`config.mk`:
```
export PLATFORM = sky130hd
export DESIGN_NAME = decode
export DESIGN_NICKNAME = d
export VERILOG_FILES = /design/src/rtl/decode.sv
export SDC_FILE = /design/constraint.sdc
export NUM_CORES = 1
export LEC_CHECK = 0
export CAP_MARGIN = 20
export CELL_PAD_IN_SITES_DETAIL_PLACEMENT = 1
export CELL_PAD_IN_SITES_GLOBAL_PLACEMENT = 1
export CORE_UTILIZATION = 26
export CTS_BUF_LIST = sky130_fd_sc_hd__clkbuf_4
export DETAILED_ROUTE_END_ITERATION = 8
export PLACE_DENSITY = 0.83
export SLEW_MARGIN = 20
export SYNTH_ARGS = -nofsm -noshare
export SYNTH_HDL_FRONTEND = slang
export SYNTH_SLANG_ARGS = --single-unit
```
`constraint.sdc`:
```
create_clock -name clk -period 1.5 [get_ports clk]
set_input_delay 0.15 -clock clk [delete_from_list [all_inputs] [get_ports clk]]
set_output_delay 0.15 -clock clk [all_outputs]
set_load 0.01 [all_outputs]
```
`src/rtl/decode.sv`:
```
// decode: LC3 instruction decode stage; optional reserved-opcode flag enabled by DECODE_ILLEGAL_TRAP_EN
module decode #(
  parameter int MEM_LATENCY = 2
) (
  input  logic        clk,
  input  logic        rst,
  input  logic        decode_start,
  input  logic [15:0] pc_in,
  input  logic [15:0] mem_dout,
  output logic        busy,
  output logic        decode_done,
  output logic [15:0] ir,
  output logic [15:0] npc_out,
  output logic [3:0]  opCode_out,
  output logic [2:0]  dr,
  output logic [2:0]  sr1,
  output logic [2:0]  sr2,
  output logic        imm_sel,
  output logic [15:0] imm_out,
  output logic [8:0]  offset_out,
  output logic [2:0]  br_nzp,
  output logic        illegal_op
);
  typedef enum logic [1:0] {IDLE, WAIT, DONE} state_t;
  state_t state, state_nx;
  logic [2:0] cnt;
  logic accept, capture;
  assign accept  = (state == IDLE) && decode_start;
  assign capture = (state == WAIT) && (cnt == 3'd0);
  // state register
  always_ff @(posedge clk) state <= rst ? IDLE : state_nx;
  // next state and status outputs; starts outside IDLE fall through unused
  always_comb begin
    state_nx    = state;
    busy        = 1'b0;
    decode_done = 1'b0;
    state_nx    = accept ? WAIT : capture ? DONE : (state == DONE) ? IDLE : state;
    busy        = state != IDLE;
    decode_done = state == DONE;
  end
  // capture PC at request, count memory latency, latch instruction word
  always_ff @(posedge clk) begin
    if (rst) begin
      ir      <= 16'h0000;
      npc_out <= 16'h0000;
      cnt     <= 3'd0;
    end else begin
      if (accept) begin
        npc_out <= pc_in;
        cnt     <= 3'(MEM_LATENCY - 1);
      end else if (state == WAIT && cnt != 3'd0) cnt <= cnt - 3'd1;
      if (capture) ir <= mem_dout;
    end
  end
  assign opCode_out = ir[15:12];
  assign dr         = ir[11:9];
  assign sr1        = ir[8:6];
  assign sr2        = ir[2:0];
  assign imm_sel    = ir[5];
  assign imm_out    = {{11{ir[4]}}, ir[4:0]};
  assign offset_out = ir[8:0];
  assign br_nzp     = (ir[15:12] == 4'b0000) ? ir[11:9] : 3'b000;
`ifdef DECODE_ILLEGAL_TRAP_EN
  // flag reserved opcode alongside each instruction capture
  always_ff @(posedge clk) begin
    if (rst) illegal_op <= 1'b0;
    else if (capture) illegal_op <= mem_dout[15:12] == 4'b1101;
  end
`else
  assign illegal_op = 1'b0;
`endif
endmodule
```
==> results of run 1 <==
==> worst reg2reg max path, delay by kind of cell (launching register included) <==
| kind | cells | cell delay [ns] |
|---|---|---|
| fa+ha+maj | 1 | 0.20 |
| buf+inv | 1 | 0.06 |
| compound gates | 1 | 0.17 |
| flops | 1 | 0.35 |
| simple gates | 2 | 0.56 |
==> logic make-up after synthesis <==
group,Yosys count,share of synthesized area [%]
AO/OA/AOI/OAI,21,8.14
adder cells (fa/ha/maj),2,1.39
buffers and inverters,53,21.0
flip-flops,37,41.2
multiplexers,17,9.46
other,1,0.208
AND/OR/NAND/NOR,67,18.6
==> sequential cells by signal, summed over array words and instances (netlist names) <==
| signal | cells |
|---|---|
| ir | 16 |
| npc_out | 16 |
| state | 2 |
| cnt | 3 |
==> report_power, final <==
group	switching (uW)	internal [uW]	total, uW
Combinational	335	469	805
Sequential	56.1	1060	1120
Clock	334	170	504
Total	725	1700	2420
==> cell type report <==
cell class | instances | area share (%)
clock buffers | 5 | 1.30
clock inverters | 3 | 0.433
inverters | 3 | 0.389
multi-input cells | 108 | 25.3
flip-flops and latches | 37 | 26.4
well taps | 77 | 3.33
repair buffers | 127 | 42.8
==> synth_stat cells <==
| cell | count |
|---|---|
| a211oi_1 | 1 |
| a21oi_1 | 7 |
| a21oi_2 | 10 |
| a31oi_1 | 1 |
| and2_1 | 3 |
| and2b_2 | 1 |
| buf_1 | 1 |
| buf_12 | 1 |
| buf_2 | 4 |
| buf_4 | 42 |
| clkbuf_1 | 2 |
| conb_1 | 1 |
| dfxtp_1 | 37 |
| ha_1 | 2 |
| inv_1 | 3 |
| mux2i_1 | 17 |
| nand2_1 | 22 |
| nand2_2 | 10 |
| nand2b_1 | 1 |
| nand3b_1 | 1 |
| nand4bb_1 | 1 |
| nor2_1 | 19 |
| nor2b_1 | 1 |
| nor3_1 | 1 |
| nor3b_1 | 1 |
| nor3b_2 | 1 |
| nor4_1 | 1 |
| nor4bb_1 | 1 |
| o21ai_0 | 2 |
| or2_2 | 1 |
| or3_1 | 2 |
==> metal layers <==
layer  GRT usage (%)  part of all wire [%]
met5               0                     0
met2            23.5                    49
met4            4.16                  0.78
met3            5.25                    11
met1            14.2                    40
==> per-stage QoR <==
step                TNS (ns)  hold slack [ns]
finish                     0            0.272
global route          -0.139            0.297
CTS                  -0.0493            0.274
detailed placement    -0.144            0.487
global placement      -0.124            0.469
floorplan                  0            0.277
==> timing repair <==
action	CTS	global route
resized for setup	48	20
pin swaps	3	2
buffers inserted	3	0
setup endpoints to repair	35	35
==> final timing paths <==
kind / slack [ns] / to / cells after the start / from
max: 0.02 / br_nzp[1] / 4 / ir[15]$_SDFFE_PP0P_
min: 0.27 / npc_out[15]$_SDFFE_PP0P_ / 2 / rst
max reg2reg: 0.09 / cnt[1]$_SDFFE_PP0P_ / 5 / cnt[0]$_SDFFE_PP0P_
min reg2reg: 0.49 / ir[1]$_SDFFE_PP0P_ / 2 / ir[1]$_SDFFE_PP0P_
==> reports/qor.txt, run 1 <==
Result of the run - complete, no violations
Slew at the pin with the worst max-slew slack - 0.537 ns
Source-to-sink clock delay at the later pin of the worst-skew pair - 0.34 ns
1st-pass router iterations - 4
Clock transition at the registers of the reported paths - 0.12 ns
Final instance area - 2890 um2
# setup viols final - 0
Slew Viols, Final - 0
Number of buffers added by the clock tree synthesis step - 5
Sequential element share of the synthesized area - 41.2%
Clock Root Buffer - clkbuf_4
Worst-path cell with the longest stage delay - dfxtp_2
Detailed-route wire length per cell - 13.2 um
Deepest level of the CTS H-tree - 2
Synth area leaders - dfxtp_1, buf_4, mux2i_1
Syn Inst Count - 198
Area grow syn2layout - 60.7%
Data arrival time of the critical path - 1.33 ns
Fmax - 676 MHz
Delay of the slowest cell on the worst path - 0.35 ns
Avg Synthesized Cell Area - 9.09 um2
Net count of the mapped netlist - 235
Element type at the critical path start - flip-flop
Filler cell count - 769
Layout cells sized above 1 - 26.1%
Top library cells by usage in the layout, fill and taps aside - clkdlybuf4s50_1, dlygate4sd2_1, nand2_1, dfxtp_1, nor2_1
Global routing usage summed across all routing layers - 13.2%
DRT Wirelength - 4.77 mm
Vias/cell - 4.39
Pre-CTS worst setup slack - -0.0620 ns
Worst slew margin relative to its limit - 64.2%
CTS Buffer Depth - 2
Area of combinational cells with multiple inputs - 731 um2
Placed cell count - 349
Number of standard cells in the layout, taps in and fillers out - 360
Cell leakage power - 0.00122 uW
Die boundary height - 85.2 um
Power density of the placed cells - 839 nW/um2
Req. time, crit path - 1.35 ns
Clock tree from TritonCTS - done
Maximum number of pins on one net before global-route repair - 27
Maximum fanout along the worst path - 3
Count of antenna diodes in the layout - 0
Warning count from the yosys run - 0
Category of cells accounting for the largest share of critical-path delay - simple AND/OR/NAND/NOR gates
Number of buffer cells added on primary ports - 110
Period utilisation layout - 98.6%
Number of nets with antenna violations after detailed routing - 0
Most common library cell in the layout ignoring fill and taps - clkdlybuf4s50_1
Synthesis-stage register bit count - 37
Initial antenna violation count - 0
I/O pins - 112
Number of remaining DRC errors - 0
Worst Setup Path Type - flip-flop to output pin
Buf/Inv on CP - 2
Gp weighted congestion - 0.667
Via total after detailed routing - 1579
Combined area of all synthesized cells - 1800 um2
Vias in the first global route - 1606
Share of the synthesized area in the top cell type - 41.2%
Core Box Area - 6530 um2
Initial core utilization - 27.5%
Dpl hpwl - 3.56 mm
Starting DRC count in detailed routing - 32
Final cell utilization of the core - 44.3%
Number of clock sinks seen by CTS - 37
Final layout net count - 319
Final worst path period need - 1.48 ns
Crit end category - output pin
Post-placement cell area - 2780 um2
Leftover overflow at the end of global routing - 0
Overall power consumption - 2420 uW
Wire length of the first global-routing pass - 7.54 mm
Die area - 7260 um2
Max-cap check violation count - 0
Setup repair after global routing missed its margin - true
Number of buffers added to fix hold violations after cts - 0
Cell-by-cell trace of the critical path - nor4_2 > buf_4 > and2_4 > buf_6
Count of standard-cell rows - 29
Final worst slack - 0.0203 ns
VDD IR-drop max - 0.422 mV
Final worst clock skew - 0.0105 ns
Fin. Hold Viols - 0
Cell taking the most area after synthesis - dfxtp_1
Chip Width - 85.2 um
Class of the worst hold path - input pin to flip-flop
Register area - 764 um2
Unique masters post-synth - 31
Note: power is estimated with default switching activity, not from simulation.
==> inputs of run 2 (changes only) <==
--- a/config.mk
+++ b/config.mk
@@ -10,6 +10,7 @@
 export CELL_PAD_IN_SITES_GLOBAL_PLACEMENT = 1
 export CORE_UTILIZATION = 26
 export CTS_BUF_LIST = sky130_fd_sc_hd__clkbuf_4
+export CTS_CLUSTER_SIZE = 40
 export DETAILED_ROUTE_END_ITERATION = 8
 export PLACE_DENSITY = 0.83
 export SLEW_MARGIN = 20
==> results of run 2 <==
The final DEF is identical to that of run 1; final timing and power are the same.
==> inputs of run 3 (changes only) <==
--- a/config.mk
+++ b/config.mk
@@ -5,10 +5,11 @@
 export SDC_FILE = /design/constraint.sdc
 export NUM_CORES = 1
 export LEC_CHECK = 0
+export ABC_AREA = 1
 export CAP_MARGIN = 20
 export CELL_PAD_IN_SITES_DETAIL_PLACEMENT = 1
 export CELL_PAD_IN_SITES_GLOBAL_PLACEMENT = 1
-export CORE_UTILIZATION = 26
+export CORE_UTILIZATION = 25
 export CTS_BUF_LIST = sky130_fd_sc_hd__clkbuf_4
 export CTS_CLUSTER_SIZE = 40
 export DETAILED_ROUTE_END_ITERATION = 8
==> run 3 against run 2 <==
Compared with the run above: fmax grew 2.3%; wire length shrank 1.1%; sequential share of layout area grew 1.0 points; worst setup slack gained 0.033 ns; clock skew shrank 0.00078 ns; largest power group is now combinational cells.
==> reports/qor.txt, run 3 <==
Number of buffers added to fix hold violations after cts - 0
Data arrival time of the critical path - 1.30 ns
Smallest hold slack - 0.417 ns
Largest registers - ir x16, npc_out x16, cnt x3
Gp weighted congestion - 0.745
Cell-by-cell trace of the critical path - clkdlybuf4s50_1
Clock tree from TritonCTS - done
Layout cells sized above 1 - 12.2%
Clock Root Buffer - clkbuf_4
# setup viols final - 0
Fin. Hold Viols - 0
Vias/cell - 4.17
Synth area leaders - dfxtp_1, buf_4, nor2_1
Final instance area - 2740 um2
Final worst clock skew - 0.00976 ns
Leftover overflow at the end of global routing - 0
Area grow syn2layout - 53.3%
Cell leakage power - 0.00121 uW
Initial core utilization - 26.2%
Number of nets with antenna violations after detailed routing - 0
Share of the synthesized area in the top cell type - 41.5%
Post-synth EDFFs - 0
Die boundary height - 86.5 um
Synthesis-stage register bit count - 37
Register-to-Register Setup Slack - 0.17 ns
Share of the synthesized netlist area taken by xor and xnor gates - 0%
Max-cap check violation count - 0
Complex-gate fraction of the synthesized area - 10.4%
Total of cells resized after clock tree synthesis - 23
Global routing usage summed across all routing layers - 12.8%
Detailed-route wire length per cell - 11.8 um
Post-placement cell area - 2680 um2
Number of remaining DRC errors - 0
Via total after detailed routing - 1662
DRT Wirelength - 4.71 mm
Warning count from the yosys run - 0
VDD IR-drop max - 0.409 mV
1st-pass router iterations - 4
Final cell utilization of the core - 40.1%
Multiplexer share of the synthesized area - 0%
I/O pins - 112
Period utilisation layout - 96.4%
Power density of the placed cells - 1130 nW/um2
Number of buffers added by the clock tree synthesis step - 5
Final layout net count - 340
Maximum fanout along the worst path - 4
Buf/Inv on CP - 1
Predominant post-synthesis flop cell - dfxtp_1
Delay of the slowest cell on the worst path - 0.57 ns
Crit end category - output pin
Core Box Area - 6830 um2
Avg Synthesized Cell Area - 7.77 um2
Count of antenna diodes in the layout - 0
Sequential element share of the synthesized area - 41.5%
Element type at the critical path start - flip-flop
Initial antenna violation count - 0
Net count of the mapped netlist - 267
CTS Buffer Depth - 2
Chip Width - 86.5 um
Source-to-sink clock delay at the later pin of the worst-skew pair - 0.33 ns
Class of the worst hold path - input pin to flip-flop
Slew Viols, Final - 0
Combined area of all synthesized cells - 1790 um2
Number of buffer cells added on primary ports - 110
Final worst path period need - 1.45 ns
Req. time, crit path - 1.35 ns
Number of standard cells in the layout, taps in and fillers out - 399
Die area - 7490 um2
Starting DRC count in detailed routing - 58
Simple-gate portion of the synthesized area - 22.1%
Number of clock sinks seen by CTS - 37
Unique masters post-synth - 22
Fmax - 691 MHz
Post-CTS Repair Setup Buffers - 0
Worst Setup Path Type - flip-flop to output pin
Proportion of register bits with asynchronous set or reset after synthesis - 0%
Cell types with the highest counts after synthesis - nor2_1, buf_4, dfxtp_1
Most common library cell in the layout ignoring fill and taps - clkdlybuf4s50_1
Placed cell count - 392
Category of cells accounting for the largest share of critical-path delay - buffers and inverters
Vias in the first global route - 1673
Deepest level of the CTS H-tree - 2
Library cell with the highest instance count after synthesis - nor2_1
Count of standard-cell rows - 30
Largest family of logic cells by synthesized area - buffers and inverters
Result of the run - complete, no violations
Syn Inst Count - 230
Dpl hpwl - 3.59 mm
Worst-path cell with the longest stage delay - clkdlybuf4s50_1
Wire length of the first global-routing pass - 7.48 mm
Adder-Cell Fraction of Synth Area - 1.40%
Top library cells by usage in the layout, fill and taps aside - clkdlybuf4s50_1, nor2_1, dfxtp_1
Clock transition at the registers of the reported paths - 0.10 ns
Maximum number of pins on one net before global-route repair - 21
Cell taking the most area after synthesis - dfxtp_1
[run 3: cell types whose count changed after synthesis, moves of 3 or more]
cell and change:
a21oi_1 -4, mux2i_1 -17, o21ai_0 +21, buf_2 -4, nor2_2 +10, inv_1 +8
nor2_1 +45, o21ai_1 +10, nand2_2 -10, and2_1 -3, nand2_1 -11, a21oi_2 -10
[run 3: power by group]
group          total [uW]  switching (uW)  internal (uW)
Combinational        1330             622            711
Clock                 502             313            189
Sequential           1260             122           1130
[run 3: layout make-up]
class / instances / area [um2]
tap: 96 / 120
multi-input combinational: 131 / 622
inverter: 14 / 70.1
clock buffer: 6 / 45.0
sequential: 37 / 752
fill: 830 / 4090
timing repair buffer: 114 / 1130
clock inverter: 1 / 3.75
[run 3: kinds of logic (layout without fill, tap and decap cells)]
family,after synthesis,count (layout)
simple gates,91,91
buf+inv,62,135
fa+ha+maj,2,2
other cells,1,1
flops,37,37
compound gates,37,37
[run 3: routing by layer]
metal / vias to the layer above / share of wire [%] / track usage (%)
met1: 745 / 39 / 12.9
met3: 12 / 8.9 / 4.29
met5: - / 0 / 0
met2: 85 / 50 / 24.1
li1: 820 / - / -
met4: 0 / 2.1 / 5.30
[run 3: worst paths after layout]
kind / end / from / cells after the start
worst max-delay path: opCode_out[2] / ir[14]$_SDFFE_PP0P_ / 1
worst min-delay path: cnt[0]$_SDFFE_PP0P_ / rst / 2
worst max register to register: cnt[2]$_SDFFE_PP0P_ / cnt[0]$_SDFFE_PP0P_ / 9
worst min register to register: npc_out[7]$_SDFFE_PP0P_ / npc_out[7]$_SDFFE_PP0P_ / 2
[run 3: per-stage QoR]
step | total power (uW) | worst slack [ns] | TNS (ns)
floorplan | 2100 | 0.323 | 0
global placement | 2620 | 0.187 | 0
detailed placement | 2670 | 0.0958 | 0
CTS | 3140 | 0.0187 | 0
global route | 3300 | -0.0119 | -0.0119
finish | 3090 | 0.0536 | 0
[run 3: worst reg2reg max path, stage by stage, from the launching register on]
cell	delay [ns]
dfxtp_1	0.31
inv_1	0.11
ha_1	0.19
inv_1	0.07
nor2_4	0.14
nand2_8	0.13
clkinv_8	0.12
nor2_1	0.05
nand2_1	0.07
inv_1	0.05
